<file path="src/rtl/obc_pkg.sv">
// ----------------------------------------------------------------------------
// obc_pkg
// Shared definitions for the offset-binary-coded distributed-arithmetic
// sequencer: number of ROM-bank inputs, default widths, FSM state type and
// the sample bit-extraction helper used by the slice shifter.
// ----------------------------------------------------------------------------
package obc_pkg;

    localparam int N_IN       = 16;
    localparam int OBC_DATA_W = 16;
    localparam int OBC_ACC_W  = 32;

    typedef enum logic [1:0] {
        IDLE  = 2'd0,
        SHIFT = 2'd1,
        DONE  = 2'd2
    } obc_state_t;

    // Return bit idx of a sample; samples are zero-extended to 64 bits by
    // the caller so one helper serves every DATA_W up to 64.
    function automatic logic sample_bit(input logic [63:0] s,
                                        input logic [5:0]  idx);
        return s[idx];
    endfunction

endpackage

</file>
<file path="src/rtl/obc_slice_shifter.sv">
// ----------------------------------------------------------------------------
// obc_slice_shifter
// Holds the N_IN sample registers and presents one bit-slice per cycle,
// MSB first.
//   clk, rst  : clock, asynchronous active-high reset
//   load      : capture din and present the MSB slice
//   advance   : present the next lower bit slice
//   clear     : drive the slice to zero (frame finished)
//   din       : N_IN packed samples, sample k at [k*DATA_W +: DATA_W]
//   x_slice   : bit k = current bit of sample k
// ----------------------------------------------------------------------------
module obc_slice_shifter
    import obc_pkg::*;
#(
    parameter int DATA_W = OBC_DATA_W
) (
    input  logic                     clk,
    input  logic                     rst,
    input  logic                     load,
    input  logic                     advance,
    input  logic                     clear,
    input  logic [N_IN*DATA_W-1:0]   din,
    output logic [N_IN-1:0]          x_slice
);

    localparam logic [5:0] MSB_IDX = 6'(DATA_W - 1);

    // Samples are kept pre-shifted so that their MSB is always the bit to
    // present on the next advance.
    logic [DATA_W-1:0] smp_p0 [N_IN];

    always_ff @(posedge clk or posedge rst) begin
        if (rst) begin
            for (int k = 0; k < N_IN; k++) smp_p0[k] <= '0;
            x_slice <= '0;
        end else if (load) begin
            for (int k = 0; k < N_IN; k++) begin
                x_slice[k] <= sample_bit(64'(din[k*DATA_W +: DATA_W]), MSB_IDX);
                smp_p0[k]  <= din[k*DATA_W +: DATA_W] << 1;
            end
        end else if (advance) begin
            for (int k = 0; k < N_IN; k++) begin
                x_slice[k] <= sample_bit(64'(smp_p0[k]), MSB_IDX);
                smp_p0[k]  <= smp_p0[k] << 1;
            end
        end else if (clear) begin
            x_slice <= '0;
        end
    end

endmodule

</file>
<file path="src/rtl/obc_da_sequencer.sv">
// ----------------------------------------------------------------------------
// obc_da_sequencer
// Bit-serial controller for one 16-input OBC distributed-arithmetic ROM bank.
// Accepts a frame of 16 signed samples, feeds the bank one bit-slice per cycle
// (MSB first, m=1 on the sign slice), shift-accumulates the bank output, adds
// the OBC offset and returns one DFT term over a valid/ready handshake.
//
// Build option: define OBC_DA_SAT_EN to saturate the final offset add to the
// signed ACC_W range; otherwise the final add wraps.
//
// Ports:
//   clk, rst            : clock, asynchronous active-high reset
//   in_valid / in_ready : frame handshake, din holds 16 samples
//   x_slice, m          : bit-slice and sign select to the ROM bank
//   romout              : combinational partial sum from the ROM bank
//   out_valid/out_ready : result handshake, result is the signed DFT term
//   busy                : high while shifting or holding a result
// ----------------------------------------------------------------------------
module obc_da_sequencer
    import obc_pkg::*;
#(
    parameter int                       DATA_W = OBC_DATA_W,
    parameter int                       ACC_W  = OBC_ACC_W,
    parameter logic signed [ACC_W-1:0]  OFFSET = 32'sd0
) (
    input  logic                        clk,
    input  logic                        rst,
    input  logic                        in_valid,
    output logic                        in_ready,
    input  logic [N_IN*DATA_W-1:0]      din,
    output logic [N_IN-1:0]             x_slice,
    output logic                        m,
    input  logic signed [ACC_W-1:0]     romout,
    output logic                        out_valid,
    input  logic                        out_ready,
    output logic signed [ACC_W-1:0]     result,
    output logic                        busy
);

    localparam int               CNT_W    = (DATA_W > 1) ? $clog2(DATA_W) : 1;
    localparam logic [CNT_W-1:0] CNT_LAST = CNT_W'(DATA_W - 1);

    obc_state_t                 state;
    logic [CNT_W-1:0]           cnt;
    logic signed [ACC_W-1:0]    acc_p0;
    logic signed [ACC_W-1:0]    acc_next;
    logic                       last_slice;
    logic                       sh_load;
    logic                       sh_advance;
    logic                       sh_clear;

    function automatic logic signed [ACC_W-1:0] add_offset(
        input logic signed [ACC_W-1:0] a,
        input logic signed [ACC_W-1:0] b
    );
`ifdef OBC_DA_SAT_EN
        logic [ACC_W:0] s;
        s = {a[ACC_W-1], a} + {b[ACC_W-1], b};
        // Sign bits disagree only on overflow; clamp toward the true sign.
        if (s[ACC_W] != s[ACC_W-1])
            return s[ACC_W] ? {1'b1, {(ACC_W-1){1'b0}}} : {1'b0, {(ACC_W-1){1'b1}}};
        return s[ACC_W-1:0];
`else
        return a + b;
`endif
    endfunction

    // Shift-accumulate always wraps modulo 2^ACC_W.
    assign acc_next   = (acc_p0 <<< 1) + romout;
    assign last_slice = (cnt == CNT_LAST);

    assign sh_load    = (state == IDLE)  && in_valid && in_ready;
    assign sh_advance = (state == SHIFT) && !last_slice;
    assign sh_clear   = (state == SHIFT) && last_slice;

    obc_slice_shifter #(
        .DATA_W (DATA_W)
    ) u_shifter (
        .clk     (clk),
        .rst     (rst),
        .load    (sh_load),
        .advance (sh_advance),
        .clear   (sh_clear),
        .din     (din),
        .x_slice (x_slice)
    );

    always_ff @(posedge clk or posedge rst) begin
        if (rst) begin
            state     <= IDLE;
            in_ready  <= 1'b1;
            out_valid <= 1'b0;
            busy      <= 1'b0;
            m         <= 1'b0;
            result    <= '0;
            acc_p0    <= '0;
            cnt       <= '0;
        end else begin
            case (state)
                IDLE: begin
                    if (in_valid && in_ready) begin
                        m        <= 1'b1;
                        acc_p0   <= '0;
                        cnt      <= '0;
                        in_ready <= 1'b0;
                        busy     <= 1'b1;
                        state    <= SHIFT;
                    end
                end
                SHIFT: begin
                    acc_p0 <= acc_next;
                    m      <= 1'b0;
                    if (last_slice) begin
                        result    <= add_offset(acc_next, OFFSET);
                        out_valid <= 1'b1;
                        state     <= DONE;
                    end else begin
                        cnt <= cnt + 1'b1;
                    end
                end
                DONE: begin
                    // IDLE is entered with in_ready set, so a new frame can
                    // only be taken on the edge after the handshake.
                    if (out_ready) begin
                        out_valid <= 1'b0;
                        in_ready  <= 1'b1;
                        busy      <= 1'b0;
                        state     <= IDLE;
                    end
                end
                default: begin
                    state <= IDLE;
                end
            endcase
        end
    end

endmodule
</file>
<file path="config.mk">
export PLATFORM = sky130hd
export DESIGN_NAME = obc_da_sequencer
export DESIGN_NICKNAME = d
export VERILOG_FILES = /design/src/rtl/obc_pkg.sv /design/src/rtl/obc_slice_shifter.sv /design/src/rtl/obc_da_sequencer.sv
export SDC_FILE = /design/constraint.sdc
export NUM_CORES = 1
export LEC_CHECK = 0
export CAP_MARGIN = 20
export CORE_ASPECT_RATIO = 0.6
export CORE_MARGIN = 1.5
export CORE_UTILIZATION = 56
export CTS_BUF_LIST = sky130_fd_sc_hd__clkbuf_4 sky130_fd_sc_hd__clkbuf_8
export DETAILED_ROUTE_END_ITERATION = 10
export GPL_ROUTABILITY_DRIVEN = 0
export PLACE_DENSITY = 0.89
export SLEW_MARGIN = 15
export SYNTH_ARGS = -nofsm -noshare
export SYNTH_HDL_FRONTEND = slang
export SYNTH_SLANG_ARGS = --single-unit
</file>
<file path="constraint.sdc">
create_clock -name clk -period 16.2 [get_ports clk]
set_input_delay 1.62 -clock clk [delete_from_list [all_inputs] [get_ports clk]]
set_output_delay 1.62 -clock clk [all_outputs]
set_load 0.02 [all_outputs]
</file>
==> out/results.tsv <==
stage	metric	value	unit
hold_path	WHS Path Cells	1	
clocking	CTS root buffer	clkbuf_8	
floorplan	row cnt	46	
synthesis	Cell Area, Synth	0.0150	mm^2
synthesis	syn_area_per_cell	9.37	um^2
synthesis	Mapped Nets	1928	
global_routing	antenna violations before repair	5	
setup_path	CP bufs+invs	3	
drt	Post-Route WL	43900	um
timing	crit share post-route	0.271	
setup_path	slowest stage delay, CP	0.90	ns
synthesis	Cells after Synth	1604	
drt	final antenna-violating net count	0	
power_and_ir_drop	Leak	0.00978	uW
setup_path	Crit Path Class	input pin to flip-flop	
synthesis	Post-synth EDFFs	0	
setup_path	crit path launch type	input pin	
timing	Slew Limit Fails	0	
layout	Layout Utilization	0.749	
timing	endpoints failing setup	0	
synthesis	Async S/R FF share, synth	1.00	
setup_path	Reg2Reg Depth	9	
clocking	Post-CTS Setup Inserts	0	
synthesis	count leader, synth	nand2_1	
drt	DRC viols	0	
status	result of the run	finished clean	
setup_path	Crit. End Element	flip-flop	
floorplan	die width	214	um
setup_path	cell family with most CP delay	buffers and inverters	
timing	setup repair after global routing missed its margin	false	
synthesis	Synth top area share	0.546	
setup_path	Worst R2R Setup Slack	12.14	ns
global_routing	pin count of the biggest net entering global routing	259	
setup_path	Required @ worst endpoint	16.70	ns
placement	IO Port Bufs	343	
setup_path	worst flop-to-flop path endpoint	u_shifter.smp_p0[105]	
setup_path	Critical Path Most Common Cell	nand2_1	
layout	Layout Nets	2225	
floorplan	CORE AREA	0.0264	mm^2
timing	final hold viol count	0	
synthesis	Area contributors post-synth	dfrtp_1 (55%), nand2_1 (14%), a22oi_1 (11%), ha_1 (2.6%), o21ai_0 (2.3%)	
floorplan	Die ar.	0.0279	mm^2
synthesis	synthesized flop and latch total	329	
global_routing	first-pass GRT wire length	67900	um
drt	post-DR wirelength/cell	19.0	um
timing	post-layout min period	4.39	ns
setup_path	CP max stage cell	buf_4	
global_routing	gr usage total	0.305	
clocking	# hold bufs at CTS	0	
timing	Fmax	0.228	GHz
clocking	Max clock buf depth	3	
clocking	Worst-path clk slew	0.07	ns
drt	vias	13609	
clocking	CTS Buf Count	49	
hold_path	worst hold start	u_shifter.smp_p0[95]	
layout	share of layout cells above drive strength 1	0.0654	
timing	Slew headroom	0.188	
setup_path	worst reg2reg path startpoint	cnt[1]	
power_and_ir_drop	Worst VDD drop	0.0850	mV
hold_path	Hold Crit Class	flip-flop to flip-flop	
setup_path	CP cell instances	clkdlybuf4s50_1 -> nand2_1 -> nor3b_2 -> nor2_4 -> buf_4 -> buf_4 -> nand2_1 -> nand2_1	
clocking	H-tree depth	2	
setup_path	Worst EP arrival	4.89	ns
job	Max Cap Viol	0	
setup_path	Critical Path Fanout Max	101	
synthesis	top post-synthesis cells by count	nand2_1 (557), dfrtp_1 (328), a22oi_1 (220)	
global_routing	GRT Residual Overflow	0	
synthesis	Yosys cell types	58	
clocking	Post-CTS Resized	0	
power_and_ir_drop	P per Cell Area	158	mW/mm^2
timing	Worst Max-Slew Pin Slew	1.22	ns
drt	Vias per Instance	5.91	
timing	total negative setup slack	0	ns
floorplan	I/O pin cnt	344	
clocking	CTS tree	done	
synthesis	Main synth FF type	dfrtp_1	
clocking	# clock sinks	329	
hold_path	WHS Endpoint	u_shifter.x_slice[10]	
layout	area delta synth->final	31.6	%
timing	worst hold slack	0.474	ns
placement	post-DP HPWL	28100	um
drt	DR iter-0 viols	1449	
timing	clock skew	0.0375	ns
floorplan	Initial Util	0.569	
clocking	clock latency on the worst-skew pair	0.59	ns
synthesis	sequential fraction of the synthesis area	0.548	
synthesis	leading area contributor after synthesis	dfrtp_1	
drt	drt pass-1 iters	7	
global_routing	vias in the first global route	13134	
floorplan	Die Height	130	um
synthesis	Synth Warn #	0	
per-stage QoR:
stage                     power [uW]  std cells  setup slack, ns  instance area, um^2
after floorplan                 1930       1604             5.47                15000
after detailed placement        2310       2207            11.02                18500
after global placement          2260       2207            11.14                18500
final                           3120       2304            11.81                19800
after CTS                       3100       2298            11.60                19700
after global routing            3290       2302            11.67                19800
layer usage:
metal	vias to the layer above	wire (um)	global-route usage
met5	-	41	0
met2	614	20300	0.470
li1	6181	-	-
met1	6691	18300	0.409
met3	117	3720	0.0904
met4	6	1550	0.126
flip-flops by register name, summed over array words and instances (netlist names):
register	count
out_valid	1
result	32
in_ready	1
busy	1
u_shifter.smp_p0	240
acc_p0	31
u_shifter.x_slice	16
cnt	4
state	2
m	1
kinds of logic (layout without fill, tap and decap cells):
logic type,count (synthesis),after routing,share of synthesized area
buffers and inverters,119,456,0.0347
xor gates and xnor gates,30,30,0.0175
adders and majority gates,32,32,0.0271
AOI/OAI and AO/OA,407,407,0.191
DFF,329,329,0.548
and+or+nand+nor,687,687,0.182
other,0,3,0
layout make-up:
class | instances | area (um^2)
Multi-Input combinational cell | 1156 | 6300
Fill cell | 1797 | 6630
Antenna cell | 3 | 7.51
Sequential cell | 329 | 8230
Inverter | 8 | 37.5
Timing Repair Buffer | 357 | 3600
Tap cell | 360 | 450
Clock buffer | 82 | 1050
Clock inverter | 9 | 100
worst max-delay path by stage:
stage,startpoint,end,slack [ns],cells past startpoint
floorplan,rst,acc_p0[0],5.47,1
global placement,in_valid,u_shifter.smp_p0[133],11.14,8
detailed placement,in_valid,u_shifter.smp_p0[105],11.02,8
CTS,in_valid,u_shifter.smp_p0[105],11.60,8
global route,in_valid,u_shifter.smp_p0[105],11.67,8
finish,in_valid,u_shifter.smp_p0[105],11.81,8
cell usage in the layout (no fill, tap or decap), types with 7 or more instances in the layout:
master	Yosys	routed
nand2_1	557	557
clkdlybuf4s50_1	0	343
dfrtp_1	328	328
a22oi_1	220	220
clkbuf_8	3	70
o21ai_0	68	68
nand3_1	51	51
nor2_1	43	42
ha_1	31	31
a21oi_1	30	30
a21o_1	16	16
xor2_1	16	16
xnor2_1	14	14
clkbuf_4	0	12
o21ai_1	11	11
buf_4	1	10
a221o_1	9	9
a221oi_1	9	9
and3_1	8	8
inv_1	8	7
power by group:
group	total [uW]	internal [uW]	leakage, uW	switching [uW]
clock	774	442	0.000607	332
combinational	1160	440	0.00483	718
sequential	1190	1050	0.00435	137
total	3120	1930	0.00978	1190
No activity file was read; power rests on OpenSTA's default activity.
